$ cat src/rtl/operand_fifo_pkg.sv
// Shared defaults and pair type for the operand FIFO ahead of the equality comparator.
// No logic here; widths only.
package operand_fifo_pkg;

  localparam int OPF_DATA_W = 2;
  localparam int OPF_DEPTH  = 4;

  typedef struct packed {
    logic [OPF_DATA_W-1:0] a;
    logic [OPF_DATA_W-1:0] b;
  } pair_t;

endpackage

$ cat src/rtl/pair_fifo_mem.sv
// Pair storage array: one synchronous write port, one asynchronous read port, no reset.
// Latency: write visible on the next cycle, read combinational; no backpressure at this level.
module pair_fifo_mem
  import operand_fifo_pkg::*;
#(
  parameter int WIDTH  = 2 * OPF_DATA_W,
  parameter int DEPTH  = OPF_DEPTH,
  parameter int ADDR_W = $clog2(DEPTH)
) (
  input  logic              clk,
  input  logic              we,
  input  logic [ADDR_W-1:0] waddr,
  input  logic [WIDTH-1:0]  wdata,
  input  logic [ADDR_W-1:0] raddr,
  output logic [WIDTH-1:0]  rdata
);

  logic [WIDTH-1:0] mem_q [DEPTH];

  always_ff @(posedge clk) begin
    if (we) begin
      mem_q[waddr] <= wdata;
    end
  end

  assign rdata = mem_q[raddr];

endmodule

$ cat src/rtl/operand_pair_fifo.sv
// FWFT FIFO of (A,B) operand pairs feeding the equality comparator; head visible with zero added latency.
// Backpressure: wr_ready=!full, rd_valid=!empty, both from registered state only (no cross-side comb path).
module operand_pair_fifo
  import operand_fifo_pkg::*;
#(
  parameter int DATA_W = OPF_DATA_W,
  parameter int DEPTH  = OPF_DEPTH,
  parameter int ADDR_W = $clog2(DEPTH)
) (
  input  logic              clk,
  input  logic              rst_n,
  input  logic              flush,
  input  logic              wr_valid,
  output logic              wr_ready,
  input  logic [DATA_W-1:0] wr_a,
  input  logic [DATA_W-1:0] wr_b,
  output logic              rd_valid,
  input  logic              rd_ready,
  output logic [DATA_W-1:0] rd_a,
  output logic [DATA_W-1:0] rd_b,
  output logic [ADDR_W:0]   count
);

  typedef logic [ADDR_W:0] ptr_t;
  localparam ptr_t PTR_ONE = ptr_t'(1);

  ptr_t wr_ptr_q, wr_ptr_d;
  ptr_t rd_ptr_q, rd_ptr_d;
  ptr_t count_q,  count_d;

  logic                  empty, full, push, pop;
  logic [2*DATA_W-1:0]   wdata, rdata;

  // Pointers carry an extra wrap bit so full and empty are distinguishable.
  assign empty = (wr_ptr_q == rd_ptr_q);
  assign full  = (wr_ptr_q[ADDR_W-1:0] == rd_ptr_q[ADDR_W-1:0]) &&
                 (wr_ptr_q[ADDR_W] != rd_ptr_q[ADDR_W]);

  assign push = wr_valid && !full;
  assign pop  = rd_ready && !empty;

  always_comb begin
    wr_ptr_d = wr_ptr_q;
    rd_ptr_d = rd_ptr_q;
    count_d  = count_q;
    if (flush) begin
      wr_ptr_d = '0;
      rd_ptr_d = '0;
      count_d  = '0;
    end else begin
      if (push) wr_ptr_d = wr_ptr_q + PTR_ONE;
      if (pop)  rd_ptr_d = rd_ptr_q + PTR_ONE;
      if (push && !pop) begin
        count_d = count_q + PTR_ONE;
      end else if (pop && !push) begin
        count_d = count_q - PTR_ONE;
      end
    end
  end

  always_ff @(posedge clk or negedge rst_n) begin
    if (!rst_n) begin
      wr_ptr_q <= '0;
      rd_ptr_q <= '0;
      count_q  <= '0;
    end else begin
      wr_ptr_q <= wr_ptr_d;
      rd_ptr_q <= rd_ptr_d;
      count_q  <= count_d;
    end
  end

  assign wdata = {wr_a, wr_b};

  pair_fifo_mem #(
    .WIDTH  (2 * DATA_W),
    .DEPTH  (DEPTH),
    .ADDR_W (ADDR_W)
  ) u_mem (
    .clk   (clk),
    .we    (push && !flush),
    .waddr (wr_ptr_q[ADDR_W-1:0]),
    .wdata (wdata),
    .raddr (rd_ptr_q[ADDR_W-1:0]),
    .rdata (rdata)
  );

  // Mask the head when empty so the comparator never sees stale entries.
  assign rd_a     = empty ? '0 : rdata[2*DATA_W-1:DATA_W];
  assign rd_b     = empty ? '0 : rdata[DATA_W-1:0];
  assign rd_valid = !empty;
  assign wr_ready = !full;
  assign count    = count_q;

endmodule

$ cat config.mk
export PLATFORM = sky130hd
export DESIGN_NAME = operand_pair_fifo
export DESIGN_NICKNAME = d
export VERILOG_FILES = /design/src/rtl/operand_fifo_pkg.sv /design/src/rtl/pair_fifo_mem.sv /design/src/rtl/operand_pair_fifo.sv
export SDC_FILE = /design/constraint.sdc
export NUM_CORES = 1
export LEC_CHECK = 0
export BUFFER_PORTS_ARGS = -buffer_cell sky130_fd_sc_hd__clkbuf_2
export CAP_MARGIN = 20
export CORE_UTILIZATION = 46
export DETAILED_ROUTE_END_ITERATION = 7
export GPL_TIMING_DRIVEN = 0
export PLACE_DENSITY = 0.63
export SYNTH_ARGS = -nofsm -noshare
export SYNTH_HDL_FRONTEND = slang
export SYNTH_SLANG_ARGS = --single-unit
$ cat constraint.sdc
create_clock -name clk -period 6.35 [get_ports clk]
set_clock_uncertainty 0.1 [all_clocks]
set_input_delay 0.635 -clock clk [delete_from_list [all_inputs] [get_ports clk]]
set_output_delay 0.635 -clock clk [all_outputs]
set_load 0.01 [all_outputs]
==> results by group, run 1 <==
Logic synthesis
  • Mapped cell area: between 1500 and 2000 µm²
  • Post-synthesis mux area share: under 10%
  • Avg Inst Size Synth: between 10 and 15 µm²
  • Largest family of logic cells by synthesized area: simple AND/OR/NAND/NOR gates
  • EDFF count, synth: 16
  • Synth unique cells: 46
  • Synth Instances: 119
  • Register area share after synthesis: approximately 46%
  • Post-Synth Adder-Cell Area: 5.34%
  • Synth Area in XOR/XNOR: under 10%
  • Synth Area in Simple Gates: 16.7%
  • Flops & latches, synth: 25
  • Syn nets: ~130
  • Synth Area in Compound Gates: approximately a tenth
  • Synthesis Warnings: 0
  • Post-synth ARST share: a little over a third
  • Most used flip-flop cell after synthesis: edfxtp_1

Setup path
  • CP arrival: about 3.2 ns
  • RR Endpoint: count[1]$_DFFE_PN0P_
  • Critical Path RT: about 6.5 ns
  • Critical path fanouts, max: 10
  • Crit end category: flop
  • Capture point of the critical path: count[1]$_DFFE_PN0P_
  • CP startpoint: rd_ptr_q[1]$_DFFE_PN0P_
  • Reg2reg start: rd_ptr_q[1]$_DFFE_PN0P_
  • Setup CP Type: reg -> reg
  • Nature of the critical path startpoint: flop
  • R2R setup slack: around 3.3 ns
  • R2r worst-path depth: 9

Placement
  • Pre-CTS WS: between 3 and 4 ns
  • RePlAce Congestion: around 0.8
  • Post-DP Area: between 1500 and 2000 µm²
  • Port Buffers: 16
  • Cell total after placement: ~180
  • HPWL Detailed: 2260 µm

Timing
  • Final Hold Vio Count: 0
  • Max Clk Rate: 0.333 GHz
  • Slew HR: a little under half
  • Slew at the pin closest to its max-slew limit: around 0.80 ns
  • Setup TNS: 0 ns
  • Final clock period utilization by the worst path: between 40% and 50%
  • Worst hold slack: about 0.053 ns
  • # setup viols final: 0
  • Crit path time final: 3.01 ns
  • Final WS setup: 3.34 ns
  • RSZ-0062 raised after global routing: no
  • Final max-slew violation count: 0

Finish
  • Layout area overhead: 10.7%
  • Finished Cell Area: 1710 µm²
  • Fill count: 288
  • Post-route insts no fill: roughly 180
  • Nets@finish: ~160
  • Final core occ: about 55%
  • # diodes: 0
  • Share of cells above drive strength 1: 28.1%

Floorplanning
  • Io pins: 18
  • Die X: between 50 and 60 µm
  • Die span in y: 60.0 µm
  • Core area: 3130 µm²
  • FP Rows: 20
  • Die area: around 3600 µm²
  • Initial Utilization: between 40% and 50%

Global route
  • Initial antenna violation count: 0
  • First-pass GRT wire length: approximately 5000 µm
  • Largest net degree at the start of global routing: 16
  • Vias in the first global route: approximately 1000
  • Tot GR Track Use: 18.8%
  • Grt ovf: 0

Power
  • Pwr/cell area: between 200 and 300 nW/µm²
  • P_leak: between 0.6 and 0.7 nW
  • VDD IR-drop max: approximately 0.10 mV
  • Power Total: just under 500 µW

Clock tree
  • Worst skew pair latency: between 0.3 and 0.4 ns
  • Post-cts gate resize count: 0
  • Clock buffer depth: 2
  • Hold buffers post-CTS: 0
  • Setup Fix Bufs, Post-CTS: 0
  • CTS clk-pin slew, worst paths: roughly 0.14 ns
  • H-tree levels: 1
  • Total CTS buffers: 3
  • Root buffer cell: clkbuf_4
  • Clock sink count: 25
  • CTS tree: yes

Drt
  • DR vias/cell: about 5.6
  • Pre-antenna DRT Iters: 4
  • WL final: 3000 µm
  • WL per Instance: ~16 µm
  • ANT nets after route: 0
  • Vias: 1020
  • DRT iter0 DRCs: 34
  • Number of remaining DRC errors: 0

Job
  • Max Cap Viol: 0

Hold path
  • HP Class: in -> async

Status
  • Status: finished clean
how the worst min path moves through the flow:
| stage | from | to | slack [ns] |
|---|---|---|---|
| after floorplan | rst_n | count[0]$_DFFE_PN0P_ | 0.24 |
| after global placement | rst_n | rd_ptr_q[2]$_DFFE_PN0P_ | 0.42 |
| after global routing | rst_n | count[2]$_DFFE_PN0P_ | 0.05 |
| after detailed placement | rst_n | count[2]$_DFFE_PN0P_ | 0.42 |
| after CTS | rst_n | count[2]$_DFFE_PN0P_ | 0.05 |
| final | rst_n | wr_ptr_q[1]$_DFFE_PN0P_ | 0.05 |
area by class of cell:
cell class                      count  area (µm²)  share of cell area, %
Clock inverter                      1        7.51                  0.439
Buffer                              8        86.3                   5.04
Timing Repair Buffer               16        80.1                   4.68
Inverter                            4        15.0                  0.877
Tap cell                           44        55.1                   3.22
Clock buffer                        3        22.5                   1.32
Sequential cell                    25         706                   41.2
Multi-Input combinational cell     82         739                   43.2
report_power, final:
part | switching, mW | internal [mW] | leakage [nW]
registers | 0.0153 | 0.189 | 0.266
logic | 0.106 | 0.0976 | 0.418
clock network | 0.0503 | 0.0241 | 0.0139
total | 0.171 | 0.310 | 0.698
cells in the mapped netlist (2+ instances only):
library cell   n  share of area (%)
ha_1           5                4.0
dfrtp_1        9                 15
o2111ai_1      2                1.1
nor4_1         2               0.81
mux2i_1        2                1.3
buf_6          3                2.2
and2b_2        3                1.7
o311ai_0       4                2.3
nor2_1         9                2.2
and4b_1        3                1.9
nand3b_1       2               0.97
inv_1          4               0.97
mux4_1         4                6.8
and2_1         5                2.0
edfxtp_1      16                 31
nand2_1        7                1.7
or3b_2         2                1.1
clkbuf_8       3                2.7
xor2_1         5                2.8
nor4b_1        3                1.7
worst max-delay path: stages (launching register included):
cell      delay, ns
dfrtp_1        0.51
xor2_1         0.22
clkbuf_8       0.18
nor2_1         0.19
nand2_1        0.21
a21oi_1        0.25
fa_1           0.42
or2_2          0.32
o311a_1        0.35
a22oi_1        0.18
registers in the layout, indices dropped and copies added (netlist names):
signal / cells
count: 3
rd_ptr_q: 3
u_mem.mem_q: 16
wr_ptr_q: 3
cells in the final DEF, fill, tap and decap left out, types with 3 or more instances in the layout:
master    count
clkbuf_2     16
edfxtp_1     16
nor2_1        9
dfrtp_1       9
nand2_1       7
xor2_1        5
and2_1        5
ha_1          5
inv_1         4
mux4_1        4
o311ai_0      4
clkbuf_8      3
buf_6         3
and4b_1       3
and2b_2       3
nor4b_1       3
clkbuf_4      3
kinds of logic (layout without fill, tap and decap cells):
kind of cell	count (synthesis)	after routing
AOI/OAI and AO/OA	18	18
xor gates and xnor gates	8	8
adders and majority gates	6	6
buffers and inverters	12	32
DFF	25	25
muxes	8	8
and+or+nand+nor	42	42
metal layers:
layer  GRT usage, %  vias to the layer above  wire length, µm
li1               -                      494                -
met4           5.98                        0               10
met5              0                        -                0
met2           29.5                       11             1450
met3           1.95                        2               51
met1           27.4                      513             1480
(Power assumes the default switching activity.)
==> run 2: changes to the inputs <==
Settings changed: PLACE_DENSITY 0.63 to 0.66.
Clock period 6.35 ns to 2.65 ns, I/O delays scaled along.
==> run 2 against run 1 <==
Effect of this change:
- die area did not move
- via count rose by 2.2%
- cell area rose by 7.9%
- sequential share of layout area fell by 2.9 points
- critical path type unchanged
- critical endpoint unchanged
- largest cell class unchanged
- highest routed layer unchanged
==> results by group, run 2 (synthesis results as in run 1) <==
Placement
  • RePlAce Congestion: about 0.8
  • Port Buffers: 16
  • Cell total after placement: 179
  • Pre-CTS WS: -0.224 ns
  • HPWL Detailed: between 2000 and 2500 µm

Clock tree
  • Total CTS buffers: 3
  • CTS tree: yes
  • Clock buffer depth: 2
  • Worst skew pair latency: 0.33 ns
  • H-tree levels: 1
  • Root buffer cell: clkbuf_4
  • Clock sink count: 25
  • CTS clk-pin slew, worst paths: about 0.15 ns

Job
  • Max Cap Viol: 0

Status
  • Status: finished clean

Timing
  • # setup viols final: 0
  • Final Hold Vio Count: 0
  • Final WS setup: between 0.07 and 0.08 ns
  • Slew HR: 53.5%
  • Slew at the pin closest to its max-slew limit: 0.697 ns
  • Max Clk Rate: between 0.3 and 0.4 GHz
  • Crit path time final: roughly 2.6 ns
  • RSZ-0062 raised after global routing: yes
  • Worst hold slack: between 0.03 and 0.04 ns
  • Final max-slew violation count: 0
  • Final clock period utilization by the worst path: between 90 and 100%

Finish
  • Share of cells above drive strength 1: between 30% and 40%
  • Top reg by flops: u_mem.mem_q
  • # diodes: 0
  • Max reg flops: 16
  • Most frequent cells in the layout: clkbuf_2, edfxtp_1, buf_4
  • Post-route insts no fill: between 150 and 200
  • Layout area overhead: 19.4%
  • Nets@finish: ~160
  • Fill count: about 270

Floorplanning
  • Io pins: 18
  • FP Rows: 20
  • Die span in y: about 60 µm
  • Die X: between 50 and 60 µm
  • Die area: 3600 µm²
  • Core area: roughly 3100 µm²
  • Initial Utilization: roughly half

Power
  • Combinational Power Share: a little under half
  • P_leak: around 0.75 nW
  • VDD IR-drop max: ~0.37 mV
  • Switch share: a little over a third
  • Clock power share: between 10% and 20%
  • Power Total: about 1.3 mW
  • Sequential share of power: 38.4%
  • NetSw: ~460 µW
  • Power Internal: between 800 and 900 µW
  • Pwr/cell area: just under 700 nW/µm²

Setup path
  • Crit end category: flop
  • Critical Path RT: 2.81 ns
  • CP arrival: 2.74 ns
  • R2r worst-path depth: 9
  • Critical path fanouts, max: 8
  • Nature of the critical path startpoint: flop
  • Setup CP Type: reg -> reg

Drt
  • Pre-antenna DRT Iters: 4
  • DR vias/cell: about 5.4
  • WL final: 3100 µm
  • Number of remaining DRC errors: 0
  • ANT nets after route: 0
  • Vias: 1042
  • WL per Instance: 16.1 µm
  • DRT iter0 DRCs: 56

Global route
  • First-pass GRT wire length: 4970 µm
  • Tot GR Track Use: between 15 and 20%
  • Grt ovf: 0
  • Initial antenna violation count: 0
  • Largest net degree at the start of global routing: 16
  • Vias in the first global route: about 1000

Hold path
  • Worst hold stages: 1
  • HP Class: in -> reg
run 2: final timing paths:
check / slack (ns) / start / endpoint
max reg2reg: 0.08 / rd_ptr_q[1]$_DFFE_PN0P_ / count[1]$_DFFE_PN0P_
max: 0.08 / rd_ptr_q[1]$_DFFE_PN0P_ / count[1]$_DFFE_PN0P_
min in group asynchronous: 0.21 / rst_n / rd_ptr_q[2]$_DFFE_PN0P_
max in group asynchronous: 2.00 / rst_n / rd_ptr_q[1]$_DFFE_PN0P_
min: 0.04 / wr_a[1] / u_mem.mem_q[2][3]$_DFFE_PP_
min reg2reg: 0.49 / count[2]$_DFFE_PN0P_ / count[2]$_DFFE_PN0P_
run 2: repair_timing:
| action | 4_1_cts | 5_1_grt |
|---|---|---|
| hold buffers | 1 | 0 |
| endpoints found under the hold margin | 9 | 0 |
| setup buffers | 6 | 3 |
| pin swaps | 4 | 7 |
| resized for setup | 6 | 4 |
| setup endpoints to repair | 2 | 2 |
run 2: power by group through the flow:
stage          registers (mW)  clock network (mW)  logic, mW
2_1_floorplan           0.498                   0      0.365
3_3_place_gp            0.494                   0      0.488
3_5_place_dp            0.497                   0      0.498
4_1_cts                 0.487               0.190      0.561
5_1_grt                 0.492               0.201      0.662
6_report                0.488               0.187      0.597
run 2: layer usage:
metal	vias to the layer above	part of all wire, %	global-route usage [%]
met3	2	1.8	2.60
met1	521	49	26.3
met4	0	0.45	3.99
li1	508	-	-
met2	11	49	32.5
met5	-	0	0
run 2: worst max-delay path: stages (launching register included):
cell and delay (ns):
dfrtp_2 0.46, xor2_2 0.19, clkbuf_8 0.17, nor2_4 0.15
nand2_4 0.07, a21oi_4 0.16, fa_2 0.43, or2_4 0.27
o311a_1 0.32, a22oi_2 0.18
run 2: layout make-up:
class | instances | area, µm² | area share [%]
plain buffers | 7 | 72.6 | 3.93
clock buffers | 3 | 22.5 | 1.22
clock inverters | 1 | 7.51 | 0.407
inverters | 4 | 15.0 | 0.813
multi-input cells | 82 | 808 | 43.8
flip-flops and latches | 25 | 708 | 38.3
well taps | 44 | 55.1 | 2.98
repair buffers | 26 | 158 | 8.54
run 2: metrics by stage:
step / TNS [ns] / util (%) / area, µm²
2_1_floorplan: 0 / - / 1560
3_3_place_gp: -0.261 / 54.2 / 1700
3_5_place_dp: -0.355 / 54.2 / 1700
4_1_cts: 0 / 57.5 / 1800
5_1_grt: -0.0710 / 59.0 / 1850
6_report: 0 / 59.0 / 1850
